===== src/rtl/gnrl_fifo.sv =====
// ---------------------------------------------------------------------------
// gnrl_fifo
// General-purpose single-clock FIFO with valid/ready handshakes on both the
// write side and the read side. It is used as a decoupling buffer between
// pipeline stages and peripheral data paths.
//
// Parameters:
//   DW - data word width in bits (>= 1)
//   DP - depth in entries (power of 2, >= 2)
//   AW - pointer index width, derived as log2(DP)
//
// Ports:
//   clk    - system clock, rising-edge active
//   rstn   - asynchronous active-low reset
//   i_vld  - producer has a word on i_dat
//   i_rdy  - FIFO can accept a word (not full)
//   i_dat  - write data
//   o_vld  - FIFO presents a word on o_dat
//   o_rdy  - consumer takes o_dat this cycle
//   o_dat  - head-of-queue data
//   o_cnt  - number of stored entries, 0..DP
//
// Optional feature (macro GNRL_FIFO_BYPASS_EN):
//   When the macro is defined and the FIFO is empty, an incoming word is
//   shown on the read side in the same cycle. If the consumer takes it in
//   that cycle, the word is never stored. Without the macro, the read side
//   depends only on registered state.
// ---------------------------------------------------------------------------
module gnrl_fifo #(
    parameter  int DW = 32,
    parameter  int DP = 4,
    localparam int AW = $clog2(DP)
) (
    input  logic          clk,
    input  logic          rstn,
    input  logic          i_vld,
    output logic          i_rdy,
    input  logic [DW-1:0] i_dat,
    output logic          o_vld,
    input  logic          o_rdy,
    output logic [DW-1:0] o_dat,
    output logic [AW:0]   o_cnt
);

    localparam logic [AW:0] PTR_ONE = (AW+1)'(1);

    logic [DW-1:0] mem [DP];
    logic [AW:0]   wptr;
    logic [AW:0]   rptr;
    logic          empty;
    logic          full;
    logic          wen;
    logic          ren;

    // The pointers carry one extra wrap bit. Equal indices mean either empty
    // or full, and the wrap bit tells the two cases apart.
    assign empty = (wptr == rptr);
    assign full  = (wptr[AW-1:0] == rptr[AW-1:0]) && (wptr[AW] != rptr[AW]);

    assign i_rdy = !full;

`ifdef GNRL_FIFO_BYPASS_EN
    // A word arriving while the FIFO is empty goes straight to the read side.
    // It is written into storage only when the consumer does not take it now.
    logic bypass;
    assign bypass = empty && i_vld;
    assign o_vld  = !empty || bypass;
    assign o_dat  = empty ? i_dat : mem[rptr[AW-1:0]];
    assign wen    = i_vld && i_rdy && !(bypass && o_rdy);
    assign ren    = !empty && o_rdy;
`else
    assign o_vld  = !empty;
    assign o_dat  = mem[rptr[AW-1:0]];
    assign wen    = i_vld && i_rdy;
    assign ren    = o_vld && o_rdy;
`endif

    // Storage: only the entry addressed by the write pointer loads on a push.
    always_ff @(posedge clk or negedge rstn) begin
        if (!rstn) begin
            for (int i = 0; i < DP; i++) begin
                mem[i] <= '0;
            end
        end else if (wen) begin
            mem[wptr[AW-1:0]] <= i_dat;
        end
    end

    // Pointers advance on their own handshake. They wrap by natural overflow.
    always_ff @(posedge clk or negedge rstn) begin
        if (!rstn) begin
            wptr <= '0;
            rptr <= '0;
        end else begin
            if (wen) begin
                wptr <= wptr + PTR_ONE;
            end
            if (ren) begin
                rptr <= rptr + PTR_ONE;
            end
        end
    end

    // The occupancy counter holds when a push and a pop happen together.
    always_ff @(posedge clk or negedge rstn) begin
        if (!rstn) begin
            o_cnt <= '0;
        end else begin
            case ({wen, ren})
                2'b10:   o_cnt <= o_cnt + PTR_ONE;
                2'b01:   o_cnt <= o_cnt - PTR_ONE;
                default: o_cnt <= o_cnt;
            endcase
        end
    end

endmodule

===== config.mk =====
export PLATFORM = sky130hd
export DESIGN_NAME = gnrl_fifo
export DESIGN_NICKNAME = d
export VERILOG_FILES = /design/src/rtl/gnrl_fifo.sv
export SDC_FILE = /design/constraint.sdc
export NUM_CORES = 1
export LEC_CHECK = 0
export CAP_MARGIN = 20
export CORE_ASPECT_RATIO = 0.9
export CORE_UTILIZATION = 55
export CTS_CLUSTER_SIZE = 10
export DETAILED_ROUTE_END_ITERATION = 7
export HOLD_SLACK_MARGIN = 0.1
export PLACE_DENSITY = 0.79
export SKIP_LAST_GASP = 1
export SLEW_MARGIN = 5
export SYNTH_ARGS = -nofsm -noshare
export SYNTH_HDL_FRONTEND = slang
export SYNTH_SLANG_ARGS = --single-unit

===== constraint.sdc =====
create_clock -name clk -period 2.9 [get_ports clk]
set_clock_uncertainty 0.15 [all_clocks]
set_input_delay 0.435 -clock clk [delete_from_list [all_inputs] [get_ports clk]]
set_output_delay 0.435 -clock clk [all_outputs]
set_load 0.05 [all_outputs]

==> results.cfg, run 1 <==
[global_routing]
grt_max_degree = 71
antenna_found_initial = 0
grt-ovfl-total = 0
grt_pass1_vias = 3763
grt_first_pass_wirelength_um = 21000
grtUsageTotal = 0.225

[floorplan]
io_pins = 73
start_util = 0.575
die_w_um = 118
dieArea_sq_um = 12600
die_h_um = 107
coreArea_sq_um = 11600
num_rows = 37

[synthesis]
postSynthAreaPerCell_sq_um = 18.4
async_flop_share = 1.00
ys_warn_count = 0
syn_inst = 363
ys_ff_latch = 137
synth-edff-count = 0
syn_nets = 406
seq_area_frac_synth = 0.513
ys_types = 24
ys.flop_type = dfrtp_1
synth_area_sq_um = 6680

[route]
ant_nets = 0
wl_per_cell_um = 20.6
via_count = 3389
drtIter0Drc = 202
via_per_inst = 5.48
first_pass_iters = 4
drt_wl_total_um = 12700
drc = 0

[sta]
min_period_over_period = 0.914
rsz0062_at_grt = no
finalHoldViolCount = 0
finalMaxSlewViolations = 0
worstMarginPinSlew_ns = 0.661
fin_crit_ns = 2.65
setup_tns_ns = 0
slew_headroom = 0.559
clock.fmax_mhz = 377
setup_viol = 0

[setup_path]
worstPathRequired_ns = 2.32
timing.rr.end = o_cnt[2]
reg2reg_from = wptr[1]
r2r_setup_slack_ns = 0.37
critical_path_class = register to primary output
path_common_cell = buf_4
crit_path_end_kind = primary output
path_max_fanout = 26
arrival_ns = 2.07
critPathMaxStageDelay_ns = 0.59
crit_chain = buf_4 > mux4_2 > buf_4
cpMaxStageDelayCell = mux4_2
reg2regPathDepth = 8
start_kind = register

[outcome]
status = completed

[worst_hold_path]
hold_end = o_cnt[2]
worstHoldStart = o_cnt[2]
hold_class = register to register
whs_path_depth = 1

[final_layout]
drive_gt1_frac = 0.545
final_nets = 492
n_fill_cell = 774
n_antenna_cell = 0
final_common_cell = dfrtp_1
area_growth_pct = 21.6
mostFrequentLayoutCells = 135 x dfrtp_1, 119 x mux2_4, 41 x buf_4

[cts]
cts-root-buf = clkbuf_16
clock_sinks = 137
clock_path_buffers = 2
clock_latency_ns = 0.41
cts_tree = yes
htreeDepth = 4
cts_buffers = 17
clkTransAtPathRegs_ns = 0.05

[job]
drv_cap = 0

[placed_design]
portBuffers = 72
routabilityCongestion = 0.788
dpl.hpwl_um = 7620
==> sequential cells by signal, summed over array words and instances (netlist names) <==
| register | count |
|---|---|
| wptr | 3 |
| mem | 128 |
| rptr | 3 |
| o_cnt | 3 |
==> area by class of cell <==
class	instances	area (sq um)	share of cell area
inverters	6	22.5	0.00277
multi-input cells	200	3050	0.376
flip-flops and latches	137	3430	0.422
repair buffers	87	840	0.103
clock inverters	12	125	0.0154
well taps	156	195	0.0240
clock buffers	20	457	0.0562
==> critical path: cells and delay by family (launching register included) <==
kind	cells	cell delay, ns
flops	1	0.37
mux	1	0.59
buf+inv	2	0.68
==> through the flow <==
stage	std cells	setup slack (ns)	util	hold slack, ns	cell area, sq um
2_1_floorplan	363	0.459	-	-0.0106	6680
3_3_place_gp	585	0.332	0.647	0.325	7520
3_5_place_dp	585	0.209	0.647	0.306	7520
4_1_cts	618	0.204	0.698	0.325	8120
5_1_grt	618	0.118	0.699	0.368	8120
6_report	618	0.249	0.699	0.325	8120
==> repair_timing <==
action | 4_1_cts | 5_1_grt
endpoints found under the setup margin | 0 | 1
setup buffers | 0 | 0
endpoints found under the hold margin | 67 | 0
hold buffers | 1 | 0
resized for setup | 0 | 1
==> synthesized netlist by cell type, types with 2 or more instances <==
cell type  count  share of area
mux2_2        11          0.019
inv_1          6         0.0034
clkbuf_1       3         0.0017
xor2_1         5         0.0066
mux2i_1        2         0.0030
dfrtp_1      137           0.51
xnor2_1        4         0.0052
ha_1           6          0.011
mux2_4       119           0.27
a31oi_4        4          0.013
buf_6         12          0.020
buf_2          3         0.0022
nor2_1         2         0.0011
o31ai_1        2         0.0022
mux4_2        32           0.11
nand2_1        7         0.0039
==> cell families after synthesis <==
logic type                 after synthesis  share of synthesized area
adders and majority gates                7                     0.0142
and+or+nand+nor                          9                    0.00506
AOI/OAI and AO/OA                        8                     0.0172
xor gates and xnor gates                12                     0.0225
muxes                                  164                      0.397
buffers and inverters                   26                     0.0307
DFF                                    137                      0.513
==> per-layer routing <==
metal,vias up,GRT usage,wire length (um)
met5,-,0,0
met3,14,0.0510,384
met2,60,0.335,5890
met1,1803,0.323,6270
met4,0,0.0861,164
li1,1512,-,-
==> worst max path at each step <==
stage,from,endpoint
finish,rptr[0],o_dat[11]
global route,wptr[1],o_cnt[2]
detailed placement,wptr[1],o_cnt[2]
CTS,rptr[0],o_dat[29]
global placement,wptr[1],o_cnt[2]
floorplan,rptr[1],o_cnt[2]
Power of run 1 is not shown: default switching activity piles up to over one toggle a cycle in this logic, so the estimate is an artifact.
==> inputs of run 2 (changes only) <==
--- a/config.mk
+++ b/config.mk
@@ -10,6 +10,7 @@
 export CORE_UTILIZATION = 55
 export CTS_CLUSTER_SIZE = 10
 export DETAILED_ROUTE_END_ITERATION = 7
+export GPL_TIMING_DRIVEN = 0
 export HOLD_SLACK_MARGIN = 0.1
 export PLACE_DENSITY = 0.79
 export SKIP_LAST_GASP = 1
==> run 2 against run 1 <==
  * Setup slack worse by 0.17 ns
  * Sequential share of layout area is 0.80 points lower
  * Die area stayed put
  * First-iteration DRC count is 2.5% higher
  * Critical path depth is 1 higher
  * Via count is 2.6% higher
  * Routed wire length is 0.87% lower
  * Critical endpoint is now o_dat[5]
  * Core utilization is 1.3 points higher
  * Non-clock buffer count is 7 higher
  * Count of clock-buffer cells in the layout stayed put
  * Hold slack better by 0.0024 ns
==> results.cfg, run 2 (same netlist as run 1, synthesis figures left out) <==
[cts]
cts_tree = yes
clock_sinks = 137
htreeDepth = 4
cts_buffers = 17
post_cts_buffers = 0
clock_latency_ns = 0.41
clock_path_buffers = 2
cts-root-buf = clkbuf_16
clkTransAtPathRegs_ns = 0.06

[floorplan]
io_pins = 73
die_h_um = 107
coreArea_sq_um = 11600
die_w_um = 118
dieArea_sq_um = 12600
start_util = 0.575
num_rows = 37

[final_layout]
mostFrequentLayoutCells = 137 x dfrtp_1, 119 x mux2_4, 40 x clkdlybuf4s50_1
largest_reg_flops = 128
drive_gt1_frac = 0.484
n_antenna_cell = 0
fin_area_sq_um = 8270
fin_cells = 625
final_common_cell = dfrtp_1
regMostFlops = mem
final_nets = 499
area_growth_pct = 23.8

[route]
drt_wl_total_um = 12600
via_per_inst = 5.56
drt-met1-wl_um = 6080
first_pass_iters = 4
highest_layer = met4
via_count = 3477
ant_nets = 0
drc = 0
dr_wl_met2_um = 5930
wl_met3_um = 433
drtIter0Drc = 207
wl_per_cell_um = 20.2

[sta]
whs_ns = 0.327
setup_tns_ns = 0
finalMaxSlewViolations = 0
finalHoldViolCount = 0
rsz0062_at_grt = yes
fin_crit_ns = 2.82
worstMarginPinSlew_ns = 0.537
min_period_over_period = 0.972
slew_headroom = 0.639
setup_viol = 0
clock.fmax_mhz = 355

[setup_path]
start_kind = register
path_delay_family = buffers and inverters
worstPathRequired_ns = 2.32
path_max_fanout = 10
critPathMaxStageDelay_ns = 0.54
crit_path_end_kind = primary output
arrival_ns = 2.23
path_common_cell = buf_4
cpMaxStageDelayCell = mux4_2
critical_path_class = register to primary output
crit_chain = buf_4 > buf_4 > mux4_2 > dlygate4sd2_1
critPathBufInv = 3
r2r_setup_slack_ns = 0.33

[worst_hold_path]
hold_class = register to register

[placed_design]
portBuffers = 72
place_area_sq_um = 7620
dpl.hpwl_um = 8040
routabilityCongestion = 0.765
dp.cells = 592

[global_routing]
grt_pass1_vias = 3825
grt_max_degree = 98
antenna_found_initial = 0
grt-ovfl-total = 0
grtUsageTotal = 0.224
grt_first_pass_wirelength_um = 21400

[job]
drv_cap = 0

[outcome]
status = completed
run 2: through the flow:
stage          utilization  worst slack [ns]
6_report             0.712            0.0811
5_1_grt              0.712           -0.0359
4_1_cts              0.711            -0.236
3_5_place_dp         0.656            0.0548
3_3_place_gp         0.654             -4.01
2_1_floorplan            -             0.459
run 2: final timing paths:
path / start / end / depth (start not counted)
max: rptr[0] / o_dat[5] / 4
min: o_cnt[2] / o_cnt[2] / 1
max reg2reg: rptr[1] / o_cnt[2] / 9
min reg2reg: o_cnt[2] / o_cnt[2] / 1
max in group asynchronous: rstn / mem[24] / 3
min in group asynchronous: rstn / mem[73] / 2
run 2: layer usage:
layer | up-vias | global-route usage
met5 | - | 0
met4 | 0 | 0.0678
met3 | 11 | 0.0579
met2 | 67 | 0.333
met1 | 1878 | 0.325
li1 | 1521 | -
run 2: timing repair:
action                     4_1_cts  5_1_grt
hold buffers                     1        0
hold endpoints to repair        40        0
setup endpoints to repair       29       32
pin swaps                        0        0
resized for setup               31       16
run 2: layout make-up:
type / instances / area [sq um]
Fill cell: 764 / 3350
Inverter: 6 / 22.5
Tap cell: 156 / 195
Clock inverter: 12 / 194
Sequential cell: 137 / 3430
Multi-Input combinational cell: 200 / 3050
Clock buffer: 20 / 467
Timing Repair Buffer: 74 / 721
Buffer: 20 / 194
Power of run 2 is left out for the same reason.
==> inputs of run 3 (changes only) <==
--- a/config.mk
+++ b/config.mk
@@ -12,6 +12,7 @@
 export DETAILED_ROUTE_END_ITERATION = 7
 export GPL_TIMING_DRIVEN = 0
 export HOLD_SLACK_MARGIN = 0.1
+export MAX_ROUTING_LAYER = met4
 export PLACE_DENSITY = 0.79
 export SKIP_LAST_GASP = 1
 export SLEW_MARGIN = 5
==> run 3 against run 2 <==
  * First-iteration DRC count is 2.4% lower
  * Register-to-register slack about the same
  * Critical path depth is 1 lower
  * Via count about the same
  * Cell count unchanged
  * Setup slack lost 0.0022 ns
  * Sequential cell count unchanged
  * Design area unchanged
  * Count of clock-buffer cells in the layout stayed put
  * Core utilization stayed put
  * Highest routed layer unchanged
==> results.cfg, run 3 (same netlist as run 1, synthesis figures left out) <==
[route]
drtIter0Drc = 202
drt_wl_total_um = 12600
ant_nets = 0
highest_layer = met4
via_count = 3475
via_per_inst = 5.56
drt-met1-wl_um = 6140
first_pass_iters = 4
wl_per_cell_um = 20.2
wl_met3_um = 429
drc = 0
dr_wl_met2_um = 5870

[cts]
clock_latency_ns = 0.41
cts_tree = yes
clkTransAtPathRegs_ns = 0.06
post_cts_buffers = 0
cts-root-buf = clkbuf_16
clock_sinks = 137
clock_path_buffers = 2
htreeDepth = 4
cts_buffers = 17

[final_layout]
final_common_cell = dfrtp_1
n_fill_cell = 764
regMostFlops = mem
area_growth_pct = 23.8
largest_reg_flops = 128
final_nets = 499
mostFrequentLayoutCells = 137 x dfrtp_1, 119 x mux2_4, 40 x clkdlybuf4s50_1
drive_gt1_frac = 0.484
n_antenna_cell = 0

[job]
drv_cap = 0

[sta]
worstMarginPinSlew_ns = 0.537
slew_headroom = 0.639
clock.fmax_mhz = 354
whs_ns = 0.327
finalHoldViolCount = 0
rsz0062_at_grt = yes
finalMaxSlewViolations = 0
min_period_over_period = 0.973
fin_crit_ns = 2.82
setup_viol = 0
worst_slack_ns = 0.0788

[setup_path]
critical_path_class = register to primary output
arrival_ns = 2.24
worstPathRequired_ns = 2.32
crit_chain = buf_4 > mux4_2 > clkdlybuf4s50_1
cpMaxStageDelayCell = clkdlybuf4s50_1
critPathMaxStageDelay_ns = 0.72
path_max_fanout = 8
start_kind = register
crit_path_end_kind = primary output

[global_routing]
grt_max_degree = 98
grt-ovfl-total = 0
grtUsageTotal = 0.231
grt_first_pass_wirelength_um = 21300
grt_pass1_vias = 3833
antenna_found_initial = 0

[floorplan]
dieArea_sq_um = 12600
coreArea_sq_um = 11600
io_pins = 73
die_w_um = 118
start_util = 0.575
die_h_um = 107
num_rows = 37

[placed_design]
post-place-ws_ns = 0.0548
routabilityCongestion = 0.775
dpl.hpwl_um = 8040
portBuffers = 72

[outcome]
status = completed

[worst_hold_path]
hold_class = register to register
run 3: repair_timing:
item | 4_1_cts | 5_1_grt
setup endpoints to repair | 29 | 32
resized for setup | 31 | 16
pin swaps | 0 | 0
hold buffers | 1 | 0
gates cloned | 0 | 0
hold endpoints to repair | 40 | 0
run 3: worst max-delay path: cells and delay by family (launching register included):
family | cells | cell delay [ns]
buffers and inverters | 2 | 0.92
DFF | 1 | 0.35
muxes | 1 | 0.55
run 3: per-stage QoR:
stage | cell area (sq um) | cells | TNS (ns) | util
final | 8270 | 625 | 0 | 0.712
after global routing | 8270 | 625 | -0.373 | 0.712
after CTS | 8260 | 625 | -1.29 | 0.711
after detailed placement | 7620 | 592 | 0 | 0.656
after global placement | 7590 | 591 | -547.79 | 0.654
after floorplan | 6680 | 363 | 0 | -
run 3: area by class of cell:
cell class,count,area [sq um],area share
Timing Repair Buffer,74,721,0.0871
Clock buffer,20,467,0.0564
Sequential cell,137,3430,0.414
Tap cell,156,195,0.0236
Inverter,6,22.5,0.00272
Buffer,20,194,0.0234
Multi-Input combinational cell,200,3050,0.369
Clock inverter,12,194,0.0234
run 3: final timing paths:
check                      slack (ns)   endpoint  cells after the start  startpoint
max reg2reg                      0.33   o_cnt[2]                      9     rptr[1]
max                              0.08  o_dat[27]                      3     rptr[0]
min in group asynchronous        0.35   mem[105]                      2        rstn
min reg2reg                      0.33   o_cnt[2]                      1    o_cnt[2]
min                              0.33   o_cnt[2]                      1    o_cnt[2]
max in group asynchronous        1.44    mem[78]                      3        rstn
run 3: routing by layer:
layer	track usage	up-vias
met4	0.0678	0
met2	0.333	71
met3	0.0574	14
li1	-	1521
met5	-	-
met1	0.324	1869
Power of run 3 is left out for the same reason.
